<file path="src/rtl/constraint_scan_ctrl_if.sv">
// rtl/constraint_scan_ctrl_if.sv - scan request / checker / result bundle for constraint_scan_ctrl
//
// Ports (all carried as interface members):
//   start      scan request from the solver front end
//   lo, hi     inclusive candidate range, sampled when a scan is accepted
//   abort      terminate the running scan without a completion pulse
//   chk_x      combinational checker verdict for the candidate on cand
//   cand       candidate value driven to the checker
//   busy       scan in progress (SCAN or DONE)
//   done       one-cycle completion pulse
//   found      at least one satisfying candidate this scan
//   first_sat  lowest satisfying candidate
//   sat_count  number of satisfying candidates, saturating
//   aborted    last scan was ended by abort
// Modports: master = front end plus checker side, slave = the controller.
interface constraint_scan_ctrl_if #(
  parameter int VAR_W = 39,
  parameter int CNT_W = 16
);
  logic             start;
  logic [VAR_W-1:0] lo;
  logic [VAR_W-1:0] hi;
  logic             abort;
  logic             chk_x;
  logic [VAR_W-1:0] cand;
  logic             busy;
  logic             done;
  logic             found;
  logic [VAR_W-1:0] first_sat;
  logic [CNT_W-1:0] sat_count;
  logic             aborted;

  modport master (
    output start, lo, hi, abort, chk_x,
    input  cand, busy, done, found, first_sat, sat_count, aborted
  );

  modport slave (
    input  start, lo, hi, abort, chk_x,
    output cand, busy, done, found, first_sat, sat_count, aborted
  );
endinterface

</file>
<file path="src/rtl/constraint_scan_ctrl.sv">
// rtl/constraint_scan_ctrl.sv - sweeps one solver variable over [lo, hi] through an external checker
//
// Issues one candidate per clock on cand, samples the checker verdict chk_x
// at the following edge, counts satisfying candidates (saturating) and
// captures the lowest one. All outputs are registered.
//
// Ports:
//   clk    single clock, all state on the rising edge
//   rst_n  asynchronous active-low reset, clears every output
//   bus    constraint_scan_ctrl_if.slave (start/lo/hi/abort/chk_x in,
//          cand/busy/done/found/first_sat/sat_count/aborted out)
//
// Build option CONSTRAINT_SCAN_EARLY_EXIT_EN: when defined the scan stops
// at the first satisfying candidate; otherwise the full range is scanned.
module constraint_scan_ctrl #(
  parameter int VAR_W = 39,
  parameter int CNT_W = 16
) (
  input  logic                   clk,
  input  logic                   rst_n,
  constraint_scan_ctrl_if.slave  bus
);

  typedef enum logic [1:0] {
    S_IDLE = 2'd0,
    S_SCAN = 2'd1,
    S_DONE = 2'd2
  } state_t;

  localparam logic [VAR_W-1:0] VAR_ONE = {{(VAR_W-1){1'b0}}, 1'b1};
  localparam logic [CNT_W-1:0] CNT_ONE = {{(CNT_W-1){1'b0}}, 1'b1};

  state_t           state_q;
  logic [VAR_W-1:0] cand_q;
  logic [VAR_W-1:0] hi_q;
  logic [VAR_W-1:0] first_sat_q;
  logic [CNT_W-1:0] sat_count_q;
  logic             busy_q;
  logic             done_q;
  logic             found_q;
  logic             aborted_q;

  logic [CNT_W-1:0] sat_count_d;
  logic [VAR_W-1:0] cand_d;
  logic             last_d;
  logic             stop_d;

  // Counter sticks at all-ones instead of wrapping.
  assign sat_count_d = (&sat_count_q) ? sat_count_q : sat_count_q + CNT_ONE;
  assign cand_d      = cand_q + VAR_ONE;

  // End of range is an equality test against the latched bound, so a range
  // ending at all-ones terminates without cand ever wrapping to zero.
  assign last_d = (cand_q == hi_q);

`ifdef CONSTRAINT_SCAN_EARLY_EXIT_EN
  assign stop_d = last_d | bus.chk_x;
`else
  assign stop_d = last_d;
`endif

  always_ff @(posedge clk or negedge rst_n) begin
    if (!rst_n) begin
      state_q     <= S_IDLE;
      cand_q      <= '0;
      hi_q        <= '0;
      first_sat_q <= '0;
      sat_count_q <= '0;
      busy_q      <= 1'b0;
      done_q      <= 1'b0;
      found_q     <= 1'b0;
      aborted_q   <= 1'b0;
    end else begin
      case (state_q)
        S_IDLE: begin
          done_q <= 1'b0;
          if (bus.start) begin
            hi_q        <= bus.hi;
            cand_q      <= bus.lo;
            found_q     <= 1'b0;
            first_sat_q <= '0;
            sat_count_q <= '0;
            aborted_q   <= 1'b0;
            busy_q      <= 1'b1;
            // An empty range completes straight away with zero results.
            if (bus.lo > bus.hi) begin
              state_q <= S_DONE;
              done_q  <= 1'b1;
            end else begin
              state_q <= S_SCAN;
            end
          end
        end

        S_SCAN: begin
          if (bus.abort) begin
            // The verdict for the candidate on the bus this cycle is dropped.
            state_q   <= S_IDLE;
            busy_q    <= 1'b0;
            aborted_q <= 1'b1;
          end else begin
            if (bus.chk_x) begin
              sat_count_q <= sat_count_d;
              if (!found_q) begin
                found_q     <= 1'b1;
                first_sat_q <= cand_q;
              end
            end
            if (stop_d) begin
              state_q <= S_DONE;
              done_q  <= 1'b1;
            end else begin
              cand_q <= cand_d;
            end
          end
        end

        S_DONE: begin
          done_q  <= 1'b0;
          busy_q  <= 1'b0;
          state_q <= S_IDLE;
        end

        default: begin
          state_q <= S_IDLE;
          busy_q  <= 1'b0;
          done_q  <= 1'b0;
        end
      endcase
    end
  end

  assign bus.cand      = cand_q;
  assign bus.busy      = busy_q;
  assign bus.done      = done_q;
  assign bus.found     = found_q;
  assign bus.first_sat = first_sat_q;
  assign bus.sat_count = sat_count_q;
  assign bus.aborted   = aborted_q;

endmodule

</file>
<file path="src/flat_wrapper.sv">
// flat-port wrapper written by rule: the top's interface ports become plain ports
module constraint_scan_ctrl_flat 
#(
  parameter int VAR_W = 39,
  parameter int CNT_W = 16
)
  (clk, rst_n, bus_start, bus_lo, bus_hi, bus_abort, bus_chk_x, bus_cand, bus_busy, bus_done, bus_found, bus_first_sat, bus_sat_count, bus_aborted);
  constraint_scan_ctrl_if #(.VAR_W(VAR_W), .CNT_W(CNT_W)) bus_i ();
  input  logic clk;
  input  logic rst_n;
  input wire logic [$bits(bus_i.start)-1:0] bus_start;
  input wire logic [$bits(bus_i.lo)-1:0] bus_lo;
  input wire logic [$bits(bus_i.hi)-1:0] bus_hi;
  input wire logic [$bits(bus_i.abort)-1:0] bus_abort;
  input wire logic [$bits(bus_i.chk_x)-1:0] bus_chk_x;
  output wire logic [$bits(bus_i.cand)-1:0] bus_cand;
  output wire logic [$bits(bus_i.busy)-1:0] bus_busy;
  output wire logic [$bits(bus_i.done)-1:0] bus_done;
  output wire logic [$bits(bus_i.found)-1:0] bus_found;
  output wire logic [$bits(bus_i.first_sat)-1:0] bus_first_sat;
  output wire logic [$bits(bus_i.sat_count)-1:0] bus_sat_count;
  output wire logic [$bits(bus_i.aborted)-1:0] bus_aborted;
  assign bus_i.start = bus_start;
  assign bus_i.lo = bus_lo;
  assign bus_i.hi = bus_hi;
  assign bus_i.abort = bus_abort;
  assign bus_i.chk_x = bus_chk_x;
  assign bus_cand = bus_i.cand;
  assign bus_busy = bus_i.busy;
  assign bus_done = bus_i.done;
  assign bus_found = bus_i.found;
  assign bus_first_sat = bus_i.first_sat;
  assign bus_sat_count = bus_i.sat_count;
  assign bus_aborted = bus_i.aborted;
  constraint_scan_ctrl #(.VAR_W(VAR_W), .CNT_W(CNT_W)) u_core (.clk(clk), .rst_n(rst_n), .bus(bus_i));
endmodule
</file>
<file path="config.mk">
export PLATFORM = sky130hd
export DESIGN_NAME = constraint_scan_ctrl_flat
export DESIGN_NICKNAME = d
export VERILOG_FILES = /design/src/rtl/constraint_scan_ctrl_if.sv /design/src/rtl/constraint_scan_ctrl.sv /design/src/flat_wrapper.sv
export SDC_FILE = /design/constraint.sdc
export NUM_CORES = 1
export LEC_CHECK = 0
export CORE_MARGIN = 3
export CORE_UTILIZATION = 55
export CTS_CLUSTER_DIAMETER = 30
export DETAILED_ROUTE_END_ITERATION = 8
export PLACE_DENSITY = 0.95
export RECOVER_POWER = 25
export SYNTH_ARGS = -nofsm -noshare
export SYNTH_HDL_FRONTEND = slang
export SYNTH_SLANG_ARGS = --single-unit
</file>
<file path="constraint.sdc">
create_clock -name clk -period 6 [get_ports clk]
set_input_delay 0.6 -clock clk [delete_from_list [all_inputs] [get_ports clk]]
set_output_delay 0.6 -clock clk [all_outputs]
set_load 0.05 [all_outputs]
</file>
# Word-level counts from Yosys, hierarchy flattened
# Index checks and enable logic that the tools add are counted.
[word_totals] register_bits=139 inputBits=83 output_inout_bits=98 word_cells=68
[classes] n_addsub=2 magnitude_cmp=1 eq_ne=11 mux=33 n_reduce_logical=12
[op_table] op="$mux 39" count=7
[op_table] op="$pmux 39 s2" count=2
[op_table] op="$mux 16" count=4
[op_table] op="$add 39x1->39 const B" count=1
[op_table] op="$eq 39x39->1" count=1
[op_table] op="$gt 39x39->1" count=1
[op_table] op="$pmux 16 s2" count=1
[op_table] op="$add 16x1->16 const B" count=1
[op_table] op="$reduce_and 16->1" count=1
[op_table] op="$ne 2x2->1 const B" count=7
[op_table] op="$mux 1" count=10
[op_table] op="$reduce_and 5->1" count=2
[op_table] op="$mux 2" count=4
[op_table] op="$pmux 1 s2" count=4
[op_table] op="$reduce_and 2->1" count=4
[op_table] op="$reduce_and 4->1" count=2
[op_table] op="$pmux 2 s2" count=1
[op_table] op="$ne 3x2->1 const B" count=1
[op_table] op="$reduce_and 3->1" count=1
[op_table] op="$eq 2x1->1 const B" count=1
[op_table] op="$logic_not 2->1" count=1
[op_table] op="$ne 2x1->1 const B" count=1
[op_table] op="$reduce_bool 2->1" count=1

# Logic depth before layout (Yosys ltp)
[logic_depth] word_depth=5 mapped_depth=9 mapped_depth_nobuf=9

# Worst setup path before layout
# OpenSTA, ideal clock, no wires.
[synth_path] kind="register to register" startpoint="register u_core.cand_q[1], in the netlist u_core.bus.cand[1]" endpoint="register u_core.cand_q[30], in the netlist u_core.bus.cand[30]" setup_time_ns=0.070 arrival_ns=2.303 required_ns=5.930 path_slack_ns=3.628 path_stages_with_launch=9 path_buffers=1 period_less_slack_ns=2.372 path_cell_list="dfrtp_1 -> ha_1 -> and3_1 -> clkbuf_1 -> nand3_1 -> nor2_1 -> nand3_1 -> or4_1 -> nand3_1"
[synth_via] elab_chain_len=4 word_cells_on_any_way=7 cone_classes="1 x add/sub; 2 x eq/ne; 3 x mux; 1 x reduce/logical"
[synth_rtl] element="start: declaration" line_no="constraint_scan_ctrl.sv:34" source="logic [VAR_W-1:0] cand_q;"
[synth_rtl] element="start signal: assignment" line_no="constraint_scan_ctrl.sv:79" source="cand_q <= bus.lo;"
[synth_rtl] element="start signal: assignment" line_no="constraint_scan_ctrl.sv:113" source="cand_q <= cand_d;"
[synth_rtl] element="$add 39x1->39" line_no="constraint_scan_ctrl.sv:50" source="assign cand_d = cand_q + VAR_ONE;"
[synth_rtl] element="$mux 39" line_no="constraint_scan_ctrl.sv:109" source="if (stop_d) begin"
[synth_rtl] element="$mux 39" line_no="constraint_scan_ctrl.sv:96" source="if (bus.abort) begin"
[synth_rtl] element="$pmux 39 s2" line_no="constraint_scan_ctrl.sv:74" source="case (state_q)"
# Parallel ways exist; a longest one is shown, timed or not. The select of a mux whose other input is x is not followed.
# A chain may end at the register's enable or synchronous reset.

==> metrics.md <==
| Metric | Value |
|---|---|
| Top_reg_cell synth | dfrtp_1 |
| Sequential area share after synthesis | 44.5% |
| Endpoints failing hold | 0 |
| Final-layout fill cell count | 922 |
| Max-Cap Viols | 1 |
| Mean routed wirelength per cell | 20.3 um |
| Crit-path max FO | 80 |
| Leakage | 0.00439 uW |
| Register clock-pin slew on the reported worst setup and hold paths | 0.05 ns |
| Die area | 15700 um2 |
| Distinct cells, synth | 63 |
| GR Overflow Total | 0 |
| Async SR Flop Fraction | 100% |
| Area growth, synth to finish | 31.2% |
| Worst Skew | 0.00460 ns |
| Antenna Nets Post-Route | 0 |
| GPL Wtd Cong | 0.954 |
| Critical path cell sequence | clkbuf_1 > buf_4 |
| Failing checks | max-capacitance violations, max-slew violations |
| PD cells | 470 nW/um2 |
| Initial antenna violation count | 0 |
| Slowest Stage Delay on Critical Path | 2.25 ns |
| Residual DRC | 0 |
| Worst path arrival time | 4.01 ns |
| Relative slew slack | -117% |
| Routed wire length | 25300 um |
| Critical path capture point type | async pin |
| TritonCTS clock tree | built |
| Hpwl dp | 18500 um |
| Hold_buf cts | 0 |
| Largest net degree at the start of global routing | 95 |
| RSZ-0062 raised after global routing | false |
| Min-delay worst type | flip-flop to flip-flop |
| Post-synth EDFFs | 0 |
| Synth area leader | dfrtp_1 |
| Slew @ Worst Pin | 3.26 ns |
| Synthesized Nets | 1027 |
| Iter 0 DRT Violations | 934 |
| Fmax achieved | 277 MHz |
| WP buf/inv | 2 |
| Outcome | finished with violations |
| CP top delay family | buffers and inverters |
| CP Launch Type | input port |
| Share of cells above drive strength 1 | 4.96% |
| Crit path from | rst_n |
| Average size of a mapped cell | 8.65 um2 |
| Die width | 125 um |
| Synth top area share | 44.5% |
| Synth area leaders | dfrtp_1, nand2_1, o21ai_0 |
| Synth Instances | 903 |
| Top cells by count, synth | nand2_1, dfrtp_1, o21ai_0, nor2_1, inv_1 |
| # IOs | 181 |
| Resized Gates After CTS | 0 |
| Yosys warnings | 0 |
| Clk_lat worst skew | 0.43 ns |
| Power, Total | 4820 uW |
| Vias in the first global route | 7508 |
| First-pass GRT wire length | 39800 um |
| Maximum vdd drop | 0.232 mV |
| Slew Limit Fails | 61 |
| Vias after detailed routing | 7729 |
| Worst path slowest cell | clkbuf_1 |
| Final core utilization | 75.6% |
| Post-Syn Area | 7810 um2 |
| Clock buffer depth | 2 |
| Root buffer cell | clkbuf_16 |
| WS Path Type | input port to async pin |
| Number of port buffers | 180 |
| Final min period | 3.61 ns |
| Most numerous cell in the Yosys netlist | nand2_1 |
| # Post-CTS Setup Buffers | 0 |
| Antenna Cells | 0 |
| Initial Utilization | 57.6% |
| Clock sink count | 139 |
| Setup_tns | 0 ns |
| Min-Delay Startpoint | u_core.bus.first_sat[2] |
| Core Area | 13600 um2 |
| Layout Nets | 1180 |
| Vias per std cell | 6.21 |
| Drt first pass iters | 5 |
| Worst endpoint required time | 6.40 ns |
| Die Y | 125 um |
| TritonCTS Buffers | 17 |
| Reg2reg start | u_core.state_q[1] |
| FP Rows | 42 |
| H-tree depth | 4 |
| Yosys reg bits | 139 |
| Count of final setup violators | 0 |
| GRT Overall Usage | 32.2% |
| Tcrit/Tclk final | 60.1% |
-- state kept, by name, summed over array words and instances (netlist names) --
name                  count
u_core.bus.done           1
u_core.bus.found          1
u_core.bus.sat_count     16
u_core.bus.first_sat     39
u_core.bus.busy           1
u_core.state_q            2
u_core.bus.aborted        1
u_core.hi_q              39
u_core.bus.cand          39
-- power by group --
group          internal (uW)  total, uW  switching [uW]
sequential              1210       1640             426
clock                    651       1040             392
combinational            740       2140            1400
-- logic make-up after synthesis --
kind of cell / synth area share, %
buf+inv: 4.90
compound gates: 16.8
flops: 44.5
xor+xnor: 5.94
simple gates: 21.0
fa+ha+maj: 6.56
mux: 0.272
-- placed cells by master, fill, tap and decap left out, types with 4 or more instances in the layout --
master           instances
xor2_1                  11
nand3_1                 38
xnor2_1                 42
nor4_1                   4
dfrtp_1                139
o21ai_0                105
clkbuf_8                 4
and2_1                   5
ha_1                    41
o211ai_1                 5
a31oi_1                  7
nor3_1                   9
a21oi_1                 45
clkinv_2                 6
a2bb2oi_1                6
nand2_1                170
buf_4                    5
and3_1                  13
o31ai_1                  4
o22ai_1                 10
inv_1                   46
nor2_1                  53
nand4_1                 31
clkbuf_1                 4
clkbuf_16               17
clkdlybuf4s50_1        178
-- routing by layer --
metal	part of all wire [%]	vias up	track usage (%)
li1	-	3470	-
met1	38	3578	42.5
met2	44	580	48.6
met3	14	101	10.3
met4	4.4	0	14.9
met5	0	-	0
-- final timing paths --
path / end / slack [ns] / cells past startpoint
hold reg to reg: u_core.bus.first_sat[2] / 0.48 / 2
setup reg to reg: u_core.bus.cand[34] / 2.80 / 6
min in group asynchronous: u_core.hi_q[17] / 1.25 / 1
max in group clk: u_core.bus.cand[34] / 2.80 / 6
setup / recovery: u_core.bus.first_sat[32] / 2.39 / 2
hold / removal: u_core.bus.first_sat[2] / 0.48 / 2
-- metrics by stage --
| step | std cells | hold WS [ns] | setup slack (ns) | instance area [um2] |
|---|---|---|---|---|
| after floorplan | 903 | 0.304 | 3.63 | 7820 |
| after global placement | 1213 | 0.461 | 2.78 | 9680 |
| after detailed placement | 1213 | 0.469 | 2.73 | 9680 |
| after CTS | 1245 | 0.152 | 2.94 | 10300 |
| after global routing | 1245 | 0.505 | 1.81 | 10300 |
| final | 1245 | 0.477 | 2.39 | 10300 |
-- worst register-to-register path: cells and delay by family, from the launching register on --
family | cells | cell delay (ns)
and+or+nand+nor | 4 | 1.56
DFF | 1 | 0.48
AOI/OAI and AO/OA | 2 | 1.06
-- layout make-up --
cell class                      count  area (um2)  area share, %
Tap cell                          176         220           2.15
Clock buffer                       24         492           4.80
Timing Repair Buffer              185        1830           17.9
Sequential cell                   139        3480           33.9
Inverter                           46         173           1.68
Clock inverter                      8        90.1          0.878
Multi-Input combinational cell    667        3970           38.7
Note: power is estimated with default switching activity, not from simulation.
==> variant 1 (same flow settings) <==
Re-encode `state_t` (3 states) as one-hot, 3 bits wide.
--- a/src/rtl/constraint_scan_ctrl.sv
+++ b/src/rtl/constraint_scan_ctrl.sv
@@ -21,10 +21,10 @@
   constraint_scan_ctrl_if.slave  bus
 );
 
-  typedef enum logic [1:0] {
-    S_IDLE = 2'd0,
-    S_SCAN = 2'd1,
-    S_DONE = 2'd2
+  typedef enum logic [2:0] {
+    S_IDLE = 3'b001,
+    S_SCAN = 3'b010,
+    S_DONE = 3'b100
   } state_t;
 
   localparam logic [VAR_W-1:0] VAR_ONE = {{(VAR_W-1){1'b0}}, 1'b1};
Check against the original RTL: same outputs for any inputs over 4 cycles, from zero or initial values and one cycle with rst_n low; so few cycles prove little.
==> variant 1 against the original RTL <==
The run still ends with capacitance limit, slew limit left. Routed wire length grew 0.85%. Largest power group unchanged. Final area grew 3.0%. Critical path type unchanged. Synthesized cell count grew 2.0%. Clock skew grew 0.0027 ns. Sequential cell count grew 1. Area after synthesis grew 2.4%. Worst setup slack lost 0.46 ns. Total power grew 3.2%. Largest cell class unchanged.
==> variant 1: results (changes against the original RTL) <==
Power
  – Static Leak: 4.523 nW (was 4.387 nW)
  – VDD IR max: 0.2833 mV (was 0.2319 mV)

Yosys
  – Synth top area cells: dfrtp_1, nand2_1, o21ai_0, ha_1, a21oi_1 (was dfrtp_1, nand2_1, o21ai_0, ha_1, xnor2_1)
  – Commonest cells post-synth: nand2_1, dfrtp_1, o21ai_0 (unchanged)
  – Syn_nets: 1045 (was 1027)
  – Post-Synthesis Cells: 921 (was 903)
  – Synth unique cells: 69 (was 63)
  – Sequential-to-total area share from yosys stat: 0.4378 (was 0.4451)

Critical path
  – Largest stage delay, worst path: 2.55 ns (was 2.25 ns)
  – Crit Path Max Fanout: 78 (was 80)
  – Critical path data arrival time: 3.80 ns (was 4.01 ns)

Timing
  – Clk_skew: 0.007267 ns (was 0.004599 ns)
  – Final setup fails: 0 (unchanged)
  – Max Slew Vio Count: 64 (was 61)
  – Worst-margin pin slew: 3.570 ns (was 3.261 ns)

Placement
  – Post-DP HPWL: 17560 um (was 18540 um)
  – RePlAce Congestion: 0.9319 (was 0.9540)
  – Placed Area: 9844 sq um (was 9681 sq um)
  – Dpl ws: 2.355 ns (was 2.728 ns)
  – Placed cells: 1235 (was 1213)

Run
  – Max_cap viols: 1 (unchanged)

Cells and area
  – Share of layout cells above drive strength 1: 0.06532 (was 0.04958)

Global route
  – Number of global-route vias before repair: 7676 (was 7508)
  – Total Routing Usage GR: 0.3205 (was 0.3219)
  – Largest net degree at the start of global routing: 84 (was 95)
  – First-pass GRT wire length: 40530 um (was 39840 um)

Status
  – Failing checks: capacitance limit, slew limit (unchanged)
  – Outcome: complete, but fails checks (unchanged)

Detailed routing
  – DR iter-0 viols: 1048 (was 934)
  – Via Count: 7886 (was 7729)
  – Drt via density: 6.224 (was 6.208)
  – DRT Pass-1 Iters: 8 (was 5)
  – Total detailed-routing wirelength: 25500 um (was 25290 um)

Clocking
  – Post-CTS Setup Bufs: 0 (unchanged)

Min path
  – HP Class: input port to async pin (was flip-flop to flip-flop)
==> variant 1: path summary, 6_finish.rpt <==
path / start / to / slack, ns / depth (start not counted)
max reg2reg: u_core.state_q[0] / u_core.bus.cand[25] / 2.48 / 7
min: rst_n / u_core.bus.sat_count[8] / 0.19 / 1
max: rst_n / u_core.bus.cand[37] / 1.93 / 2
min reg2reg: u_core.bus.first_sat[4] / u_core.bus.first_sat[4] / 0.48 / 2
min in group clk: u_core.bus.first_sat[4] / u_core.bus.first_sat[4] / 0.48 / 2
max in group clk: u_core.state_q[0] / u_core.bus.cand[25] / 2.48 / 7
==> variant 1: where the power goes <==
group / leakage (nW) / switching, mW / total, mW / internal, mW
registers: 1.79 / 0.449 / 1.67 / 1.22
logic: 2.38 / 1.33 / 2.01 / 0.681
clock network: 0.354 / 0.410 / 1.29 / 0.883
total: 4.52 / 2.19 / 4.97 / 2.79
==> variant 1: cell families (layout without fill, tap and decap cells) <==
kind of cell,count (synthesis),in the layout,share of synthesized area
buf+inv,103,269,0.05470
mux,2,2,0.002813
compound gates,247,247,0.1868
simple gates,341,341,0.2024
fa+ha+maj,41,41,0.06408
flops,140,140,0.4378
xor+xnor,47,47,0.05142
==> variant 1: metal layers <==
metal	up-vias	routed length, um	global-route usage
met5	-	0	0
met3	103	2816	0.09474
li1	3521	-	-
met1	3743	9921	0.4179
met4	0	1150	0.1577
met2	519	11610	0.4900
==> variant 1: final cells by class <==
cell class                 count  area, sq um
sequential                   140         3505
fill                         921         3481
tap                          180        225.2
inverter                      50        187.7
timing repair buffer         187         1852
clock inverter                12        264.0
multi-input combinational    678         4071
clock buffer                  20        456.7
==> variant 2 (config.mk and constraints unchanged) <==
Without the edit above. Build with the macro `CONSTRAINT_SCAN_EARLY_EXIT_EN` defined.
--- a/src/rtl/constraint_scan_ctrl.sv
+++ b/src/rtl/constraint_scan_ctrl.sv
@@ -12,6 +12,8 @@
 //
 // Build option CONSTRAINT_SCAN_EARLY_EXIT_EN: when defined the scan stops
 // at the first satisfying candidate; otherwise the full range is scanned.
+`define CONSTRAINT_SCAN_EARLY_EXIT_EN
+
 module constraint_scan_ctrl #(
   parameter int VAR_W = 39,
   parameter int CNT_W = 16
Function: changed (a bounded check fails within 4 cycles, from zero or initial values and one cycle with rst_n low).
==> variant 2 against the original RTL <==
The flow still finishes with violations (capacitance limit, slew limit). Area after synthesis grew 0.42%. Critical path depth grew 6. Sequential cell count is the same. Count of clock-buffer cells in the layout shrank 4. Worst hold slack gained 0.0040 ns. Final area grew 0.24%. First-iteration DRC count grew 15%. Clock skew grew 0.0031 ns. Global-route usage shrank 1.0 points. Total power grew 15%. Worst setup slack lost 0.55 ns. Routed wire length shrank 3.3%.
==> variant 2: results (changes against the original RTL) <==
Global route
  – Met1 usage: 0.4130 (was 0.4252)
  – First-pass GRT wire length: 39250 um (was 39840 um)
  – Largest net degree at the start of global routing: 82 (was 95)
  – Number of global-route vias before repair: 7577 (was 7508)
  – Total Routing Usage GR: 0.3115 (was 0.3219)
  – Met2 usage: 0.4830 (was 0.4859)

Status
  – Failing checks: capacitance limit, slew limit (unchanged)
  – Outcome: complete, but fails checks (unchanged)

Cells and area
  – Non-CTS inverters: 49 (was 46)
  – Synth-to-layout area growth: 31.00% (was 31.22%)
  – Seq/total area: 0.3384 (was 0.3392)
  – Signal buf overhead: 0.1783 (was 0.1787)
  – Multi-input gates: 653 (was 667)
  – Final #Nets: 1169 (was 1180)
  – Share of layout cells above drive strength 1: 0.05388 (was 0.04958)
  – CLK BUF: 20 (was 24)
  – Fill cells: 887 (was 922)

Critical path
  – Worst R2R Path Depth: 7 (was 6)
  – CP max stage cell: nor3b_1 (was clkbuf_1)
  – Largest stage delay, worst path: 1.59 ns (was 2.25 ns)
  – R2R Setup Slk: 2.15 ns (was 2.80 ns)
  – Crit Reg-Reg Endpoint: u_core.bus.sat_count[6] (was u_core.bus.cand[34])
  – Crit Path Max Fanout: 17 (was 80)
  – Crit path max-delay family: simple AND/OR/NAND/NOR gates (was buffers and inverters)

Clocking
  – Maximum root-to-sink buffer count: 2 (unchanged)
  – Total CTS buffers: 17 (unchanged)

Yosys
  – Mux contribution to synthesized area: 0.003827 (was 0.002722)
  – Post-Synth XOR/XNOR Area: 0.05469 (was 0.05940)
  – Syn_nets: 1017 (was 1027)
  – Adder-Cell Fraction of Synth Area: 0.06537 (was 0.06564)
  – Post-Synthesis Cells: 893 (was 903)
  – Commonest cells post-synth: nand2_1, dfrtp_1, o21ai_0 (unchanged)
  – Sequential-to-total area share from yosys stat: 0.4432 (was 0.4451)
  – Syn avg cell area: 8.788 sq um (was 8.654 sq um)

Detailed routing
  – DRT Pass-1 Iters: 6 (was 5)
  – WL met2: 11150 um (was 11160 um)
  – Wl on met1: 9163 um (was 9561 um)
  – Via Count: 7775 (was 7729)
  – DR iter-0 viols: 1071 (was 934)
  – Drt via density: 6.280 (was 6.208)

Min path
  – Hold worst-path end: u_core.bus.first_sat[31] (was u_core.bus.first_sat[2])
  – Hold_sp: u_core.bus.first_sat[31] (was u_core.bus.first_sat[2])

Placement
  – Placed cells: 1206 (was 1213)
  – Placed Area: 9697 sq um (was 9681 sq um)
  – Post-DP HPWL: 17170 um (was 18540 um)
  – RePlAce Congestion: 0.9043 (was 0.9540)

Timing
  – Hold_ws: 0.4807 ns (was 0.4767 ns)
  – Max Slew Vio Count: 88 (was 61)
  – Clk_skew: 0.007704 ns (was 0.004599 ns)

Run
  – Max_cap viols: 2 (was 1)

Power
  – Static Leak: 4.390 nW (was 4.387 nW)
  – VDD IR max: 0.2588 mV (was 0.2319 mV)
  – Psw: 2.660 mW (was 2.218 mW)
## variant 2: how the worst max path moves through the flow
stage	startpoint	end	slack (ns)	cells after the start
final	bus_start	u_core.bus.sat_count[6]	1.85	8
after detailed placement	bus_start	u_core.bus.sat_count[6]	2.68	8
after floorplan	u_core.bus.cand[0]	u_core.bus.cand[14]	3.64	9
after global placement	bus_start	u_core.bus.cand[0]	2.77	7
after global routing	rst_n	u_core.bus.cand[15]	1.45	2
after CTS	u_core.state_q[1]	u_core.bus.cand[21]	2.61	5
## variant 2: power groups by stage
stage	Sequential (mW)	Combinational (mW)	Clock (mW)
floorplan	2.42	1.02	0
global placement	1.72	2.58	0
detailed placement	1.74	2.63	0
CTS	1.74	2.66	1.08
global route	1.81	2.83	1.13
finish	1.76	2.69	1.08
## variant 2: worst reg2reg max path: stages (launching register included)
cell	delay [ns]
dfrtp_1	0.48
nor3b_1	1.60
o22ai_1	0.35
a41oi_2	0.57
inv_1	0.12
or3_1	0.33
xor2_1	0.14
nor2_1	0.06
